`config.mk`:
```
export PLATFORM = sky130hd
export DESIGN_NAME = ysyx_22041207_pipe_ctrl
export DESIGN_NICKNAME = d
export VERILOG_FILES = /design/src/rtl/ysyx_22041207_pipe_ctrl.sv
export SDC_FILE = /design/constraint.sdc
export NUM_CORES = 1
export LEC_CHECK = 0
export ABC_AREA = 1
export CAP_MARGIN = 20
export CORE_MARGIN = 2
export CORE_UTILIZATION = 46
export CTS_CLUSTER_SIZE = 8
export DETAILED_ROUTE_END_ITERATION = 16
export GPL_TIMING_DRIVEN = 0
export PLACE_DENSITY_LB_ADDON = 0.15
export SLEW_MARGIN = 5
export SYNTH_ARGS = -nofsm -noshare
export SYNTH_HDL_FRONTEND = slang
export SYNTH_SLANG_ARGS = --single-unit
```
`constraint.sdc`:
```
create_clock -name clk -period 5.3 [get_ports clk]
set_input_delay 1.325 -clock clk [delete_from_list [all_inputs] [get_ports clk]]
set_output_delay 1.325 -clock clk [all_outputs]
set_load 0.02 [all_outputs]
```
`src/rtl/ysyx_22041207_pipe_ctrl.sv`:
```
// ----------------------------------------------------------------------------
// ysyx_22041207_pipe_ctrl
//
// Purpose:
//   Central hazard and sequencing controller for the 5-stage RV64 pipeline
//   (IF, ID, EX, MEM, WB). It produces the flush/bubble controls for the
//   if_id, id_ex, ex_mem and mem_wb pipeline registers, the PC write enable
//   and the PC redirect mux select/target. It resolves load-use hazards,
//   branch/jump redirects, multi-cycle mul/div and memory stalls. It also
//   remembers a redirect that arrives while a fetch is still outstanding, so
//   that the stale fetch response can be thrown away before redirecting.
//
// Ports:
//   clk              pipeline clock; state updates on posedge
//   rst_n            asynchronous active-low reset
//   if_busy          fetch request outstanding
//   if_valid         fetch response delivered this cycle
//   id_rs1/id_rs2    ID source register indices
//   id_rs1_used/_rs2_used  ID actually reads that source
//   ex_rd            EX destination register index
//   ex_is_load       EX instruction is a load
//   ex_redirect      EX resolved a taken branch or jump
//   ex_redirect_pc   redirect target
//   ex_md_busy       mul/div unit still iterating
//   mem_busy         data memory access not complete
//   pc_we            PC register update enable
//   pc_redirect      select redirect_pc as the next PC
//   redirect_pc      redirect target to the PC mux
//   *_flush/*_bubble control of each pipeline register (flush wins)
//   state_o          current FSM state (RUN=0, DROP=1, REDIR=2)
//
// Configuration:
//   YSYX_22041207_PIPE_PERF_EN  adds 64-bit performance counters
//   perf_stall_cyc, perf_flush_cnt and perf_lu_cnt.
// ----------------------------------------------------------------------------
module ysyx_22041207_pipe_ctrl #(
   parameter int XLEN   = 64,
   parameter int REG_AW = 5
) (
   input  logic              clk,
   input  logic              rst_n,
   input  logic              if_busy,
   input  logic              if_valid,
   input  logic [REG_AW-1:0] id_rs1,
   input  logic [REG_AW-1:0] id_rs2,
   input  logic              id_rs1_used,
   input  logic              id_rs2_used,
   input  logic [REG_AW-1:0] ex_rd,
   input  logic              ex_is_load,
   input  logic              ex_redirect,
   input  logic [XLEN-1:0]   ex_redirect_pc,
   input  logic              ex_md_busy,
   input  logic              mem_busy,
   output logic              pc_we,
   output logic              pc_redirect,
   output logic [XLEN-1:0]   redirect_pc,
   output logic              if_id_flush,
   output logic              if_id_bubble,
   output logic              id_ex_flush,
   output logic              id_ex_bubble,
   output logic              ex_mem_flush,
   output logic              ex_mem_bubble,
   output logic              mem_wb_flush,
   output logic              mem_wb_bubble,
`ifdef YSYX_22041207_PIPE_PERF_EN
   output logic [63:0]       perf_stall_cyc,
   output logic [63:0]       perf_flush_cnt,
   output logic [63:0]       perf_lu_cnt,
`endif
   output logic [1:0]        state_o
);

   typedef enum logic [1:0] {
      ST_RUN   = 2'd0,
      ST_DROP  = 2'd1,
      ST_REDIR = 2'd2
   } state_t;

   state_t            r_state;
   state_t            w_next;
   logic [XLEN-1:0]   r_target;
   logic              w_latch_target;
   logic              w_load_use;

   logic w_if_id_flush,  w_if_id_bubble;
   logic w_id_ex_flush,  w_id_ex_bubble;
   logic w_ex_mem_flush, w_ex_mem_bubble;
   logic w_mem_wb_flush, w_mem_wb_bubble;

   // A load in EX whose destination is read by ID must hold ID for one cycle,
   // except when the destination is x0, which never carries a real value.
   assign w_load_use = ex_is_load && (ex_rd != '0) &&
                       ((id_rs1_used && (id_rs1 == ex_rd)) ||
                        (id_rs2_used && (id_rs2 == ex_rd)));

   // State register and the pending redirect target. The target is only
   // captured when a redirect has to wait for an outstanding fetch; a reset
   // throws the pending target away.
   always_ff @(posedge clk or negedge rst_n) begin
      if (!rst_n) begin
         r_state  <= ST_RUN;
         r_target <= '0;
      end else begin
         r_state <= w_next;
         if (w_latch_target) begin
            r_target <= ex_redirect_pc;
         end
      end
   end

   // Next-state and raw control outputs. In RUN the hazards are resolved in
   // strict priority: a memory stall freezes everything, then mul/div, then
   // redirects, then load-use. DROP waits for the stale fetch response to come
   // back and discards it; REDIR then steers the PC to the saved target.
   always_comb begin
      w_next          = r_state;
      w_latch_target  = 1'b0;
      pc_we           = 1'b1;
      pc_redirect     = 1'b0;
      redirect_pc     = '0;
      w_if_id_flush   = 1'b0;
      w_if_id_bubble  = 1'b0;
      w_id_ex_flush   = 1'b0;
      w_id_ex_bubble  = 1'b0;
      w_ex_mem_flush  = 1'b0;
      w_ex_mem_bubble = 1'b0;
      w_mem_wb_flush  = 1'b0;
      w_mem_wb_bubble = 1'b0;

      unique case (r_state)
         ST_RUN: begin
            if (mem_busy) begin
               pc_we           = 1'b0;
               w_if_id_bubble  = 1'b1;
               w_id_ex_bubble  = 1'b1;
               w_ex_mem_bubble = 1'b1;
               w_mem_wb_bubble = 1'b1;
            end else if (ex_md_busy) begin
               pc_we           = 1'b0;
               w_if_id_bubble  = 1'b1;
               w_id_ex_bubble  = 1'b1;
               w_ex_mem_bubble = 1'b1;
               w_mem_wb_flush  = 1'b1;
            end else if (ex_redirect) begin
               w_if_id_flush = 1'b1;
               w_id_ex_flush = 1'b1;
               if (!if_busy) begin
                  pc_redirect = 1'b1;
                  redirect_pc = ex_redirect_pc;
               end else begin
                  pc_we          = 1'b0;
                  w_latch_target = 1'b1;
                  w_next         = ST_DROP;
               end
            end else if (w_load_use) begin
               pc_we          = 1'b0;
               w_if_id_bubble = 1'b1;
               w_id_ex_flush  = 1'b1;
            end
         end

         ST_DROP: begin
            pc_we         = 1'b0;
            w_if_id_flush = 1'b1;
            if (mem_busy) begin
               w_ex_mem_bubble = 1'b1;
               w_mem_wb_bubble = 1'b1;
            end
            if (if_valid) begin
               w_next = ST_REDIR;
            end
         end

         ST_REDIR: begin
            pc_redirect   = 1'b1;
            redirect_pc   = r_target;
            w_if_id_flush = 1'b1;
            if (mem_busy) begin
               pc_we           = 1'b0;
               w_ex_mem_bubble = 1'b1;
               w_mem_wb_bubble = 1'b1;
            end else begin
               w_next = ST_RUN;
            end
         end

         default: begin
            w_next = ST_RUN;
         end
      endcase
   end

   // A flush already empties the register, so it always wins over a hold.
   assign if_id_flush   = w_if_id_flush;
   assign if_id_bubble  = w_if_id_bubble  & ~w_if_id_flush;
   assign id_ex_flush   = w_id_ex_flush;
   assign id_ex_bubble  = w_id_ex_bubble  & ~w_id_ex_flush;
   assign ex_mem_flush  = w_ex_mem_flush;
   assign ex_mem_bubble = w_ex_mem_bubble & ~w_ex_mem_flush;
   assign mem_wb_flush  = w_mem_wb_flush;
   assign mem_wb_bubble = w_mem_wb_bubble & ~w_mem_wb_flush;
   assign state_o       = r_state;

`ifdef YSYX_22041207_PIPE_PERF_EN
   logic [63:0] r_perf_stall;
   logic [63:0] r_perf_flush;
   logic [63:0] r_perf_lu;
   logic        w_redirect_accept;
   logic        w_lu_hit;

   assign w_redirect_accept = (r_state == ST_RUN) && !mem_busy && !ex_md_busy && ex_redirect;
   assign w_lu_hit          = (r_state == ST_RUN) && !mem_busy && !ex_md_busy && !ex_redirect &&
                              w_load_use;

   // Event counters; they simply wrap on overflow.
   always_ff @(posedge clk or negedge rst_n) begin
      if (!rst_n) begin
         r_perf_stall <= '0;
         r_perf_flush <= '0;
         r_perf_lu    <= '0;
      end else begin
         if (!pc_we) begin
            r_perf_stall <= r_perf_stall + 64'd1;
         end
         if (w_redirect_accept) begin
            r_perf_flush <= r_perf_flush + 64'd1;
         end
         if (w_lu_hit) begin
            r_perf_lu <= r_perf_lu + 64'd1;
         end
      end
   end

   assign perf_stall_cyc = r_perf_stall;
   assign perf_flush_cnt = r_perf_flush;
   assign perf_lu_cnt    = r_perf_lu;
`endif

endmodule

```
==> metrics.cfg <==
[die]
fp.dieW_um=95.19
rows=33
coreArea_um2=8134
die_area_um2=9060
start_util_pct=47.02
io_pins=165
die_h_um=95.19

[layout]
multiInputGateArea_um2=1682
layout_commonest_cell=nand2_1
layout_common_cells=nand2_1, clkdlybuf4s50_1, inv_1
num-fill-cells=635
area_delta_synth_final_pct=51.52
finalNetCount=783
insertedDiodeCount=0
layout-drive-gt1-share_pct=11.38
seq_area_um2=1652

[timing]
period_minus_slack_ns=4.898
hold_viol_final=0
setup_viol=0
relSlewSlack_pct=43.58
rsz0062_at_grt=no
fin_tns_setup_ns=0
fmax_ghz=0.2042
worst_pin_slew_ns=0.8463
finalMaxSlewViolations=0
finClkSkew_ns=0.01213
finalCritPeriodShare_pct=92.41

[clocking]
cts_hold_buf=0
cts_tree=yes
path_clk_slew_ns=0.07
ctsResizeCount=0
cts_htree_levels=3
cts_buffers=9
clock_path_buffers=2
cts_setup_buffers=0
cts.sinks=66
root_buffer=clkbuf_8
clk_latency_ns=0.34

[setup_path]
regToRegSetupSlack_ns=3.28
critPathCapture=redirect_pc[29]
crit_path_end_kind=primary output
ff2ff_path_depth=9
max_stage_delay_ns=0.66
path_class=in2out
crit_fanout=10
crit_cells=9
required_ns=3.97
rr_startpoint=state_o[0]
cp_slowest_cell=clkdlybuf4s50_1
cp.buffers_inverters=4
crit_family=buffers and inverters
startpoint=mem_busy
worst_ep_arrival_time_ns=3.57
r2r-end=r_target[28]
start_kind=input pin
crit_chain=clkdlybuf4s50_1 -> nor2_4 -> nand2_2 -> nor2_4 -> inv_2 -> or2_1 -> clkbuf_1 -> o21ai_0 -> clkdlybuf4s50_1

[min_path]
hold_class=reg2reg

[routing]
dr_wl_met2_mm=5.077
wirelength_met1_mm=4.319
top_layer=met4
vias=3889
dr.pass1.iters=4
first_iter_violations=175
finalWirelength_mm=10.18
wl_met3_um=569
drc=0
via_per_inst=4.867
wl_per_cell_um=12.74
antenna_left=0

[global_route]
grt_usage_pct=23.52
grt_first_pass_wirelength_mm=16.92
grt_max_degree=67
gr-total-overflow=0
antenna_found_initial=0
grt_pass1_vias=3884

[pwr]
p_per_area_nw_per_um2=474.2
leakagePower_nw=2.788
finalPower_mw=2.748
ir_worst_vdd_v=0.0004051

[yosys]
ys_seq_area_share_pct=43.18
yosysWarnings=0
synth_cells=515
synth_cell_types=21
yosys_register_bits=66
syn_nets=609
synth_area_um2=3825
synth.avg_cell_area_um2=7.427

[placed_design]
hpwlAfterDp_mm=7.721
globalplace.congestion=0.8193
io_buffers=163

[run_status]
status=complete, no violations

[flow_run]
cap_violations=0

registers in the layout (all words and copies together) (netlist names):
signal and cells:
r_target 64, state_o 2
cell families after synthesis:
kind of cell | synth area share [%]
AO/OA/AOI/OAI | 23.16
adder cells (fa/ha/maj) | 1.636
buffers and inverters | 12.86
flip-flops | 43.18
other | 0.09804
AND/OR/NAND/NOR | 19.07
worst min-delay path by stage:
stage          slack [ns]  cells after the start            to          from
3_3_place_gp         0.47                      2  r_target[58]  r_target[58]
6_report             0.49                      2  r_target[37]  r_target[37]
3_5_place_dp         0.47                      2  r_target[58]  r_target[58]
2_1_floorplan        0.45                      2   r_target[0]   r_target[0]
5_1_grt              0.51                      2  r_target[15]  r_target[15]
4_1_cts              0.49                      2   r_target[5]   r_target[5]
synth_stat cells (all sizes together):
cell      n  area [um2]
a21oi     6       30.03
o211ai    1       7.510
nand4     1       6.260
ha        5       62.56
clkbuf   17       63.81
dfrtp    66        1652
conb      1       3.750
nand2   165       621.9
nand3     4       20.02
or2       1       6.260
buf      12       97.59
nor2     16       75.07
o21ai   132       848.3
inv      88       330.3
cell type report:
cell class                      instances  share of cell area (%)
Buffer                                 29                   2.785
Tap cell                              105                   2.267
Inverter                               88                   5.699
Multi-Input combinational cell        332                   29.02
Timing Repair Buffer                  163                   28.11
Clock inverter                          5                   1.360
Sequential cell                        66                   28.50
Clock buffer                           11                   2.267
routing by layer:
| metal | track usage (%) | vias to the layer above |
|---|---|---|
| met1 | 28.41 | 1807 |
| met3 | 5.692 | 18 |
| met2 | 40.26 | 109 |
| li1 | - | 1955 |
| met4 | 9.420 | 0 |
| met5 | 0 | - |
per-stage QoR:
stage	setup WS [ns]	hold slack (ns)	instances	util [%]	instance area, um2
floorplan	1.448	0.4534	515	-	3825
global placement	0.4441	0.4659	783	68.70	5588
detailed placement	0.4018	0.4737	783	68.67	5585
CTS	0.4009	0.4921	799	71.25	5796
global route	0.2867	0.5096	799	71.25	5796
finish	0.4022	0.4871	799	71.25	5796
report_power, final:
| group | switching, mW | internal (mW) | total, mW | leakage, nW |
|---|---|---|---|---|
| clock | 0.190 | 0.265 | 0.454 | 0.107 |
| sequential | 0.136 | 0.751 | 0.886 | 0.840 |
| combinational | 0.768 | 0.639 | 1.41 | 1.84 |
worst register-to-register path, cell delays in order, from the launching register on:
cell      delay [ns]
dfrtp_1         0.45
inv_1           0.11
ha_1            0.27
nand2_2         0.11
nor2_4          0.04
nand2_1         0.10
buf_2           0.24
clkbuf_1        0.40
nand2_1         0.11
o21ai_0         0.11
Note: power is estimated with default switching activity, not from simulation.
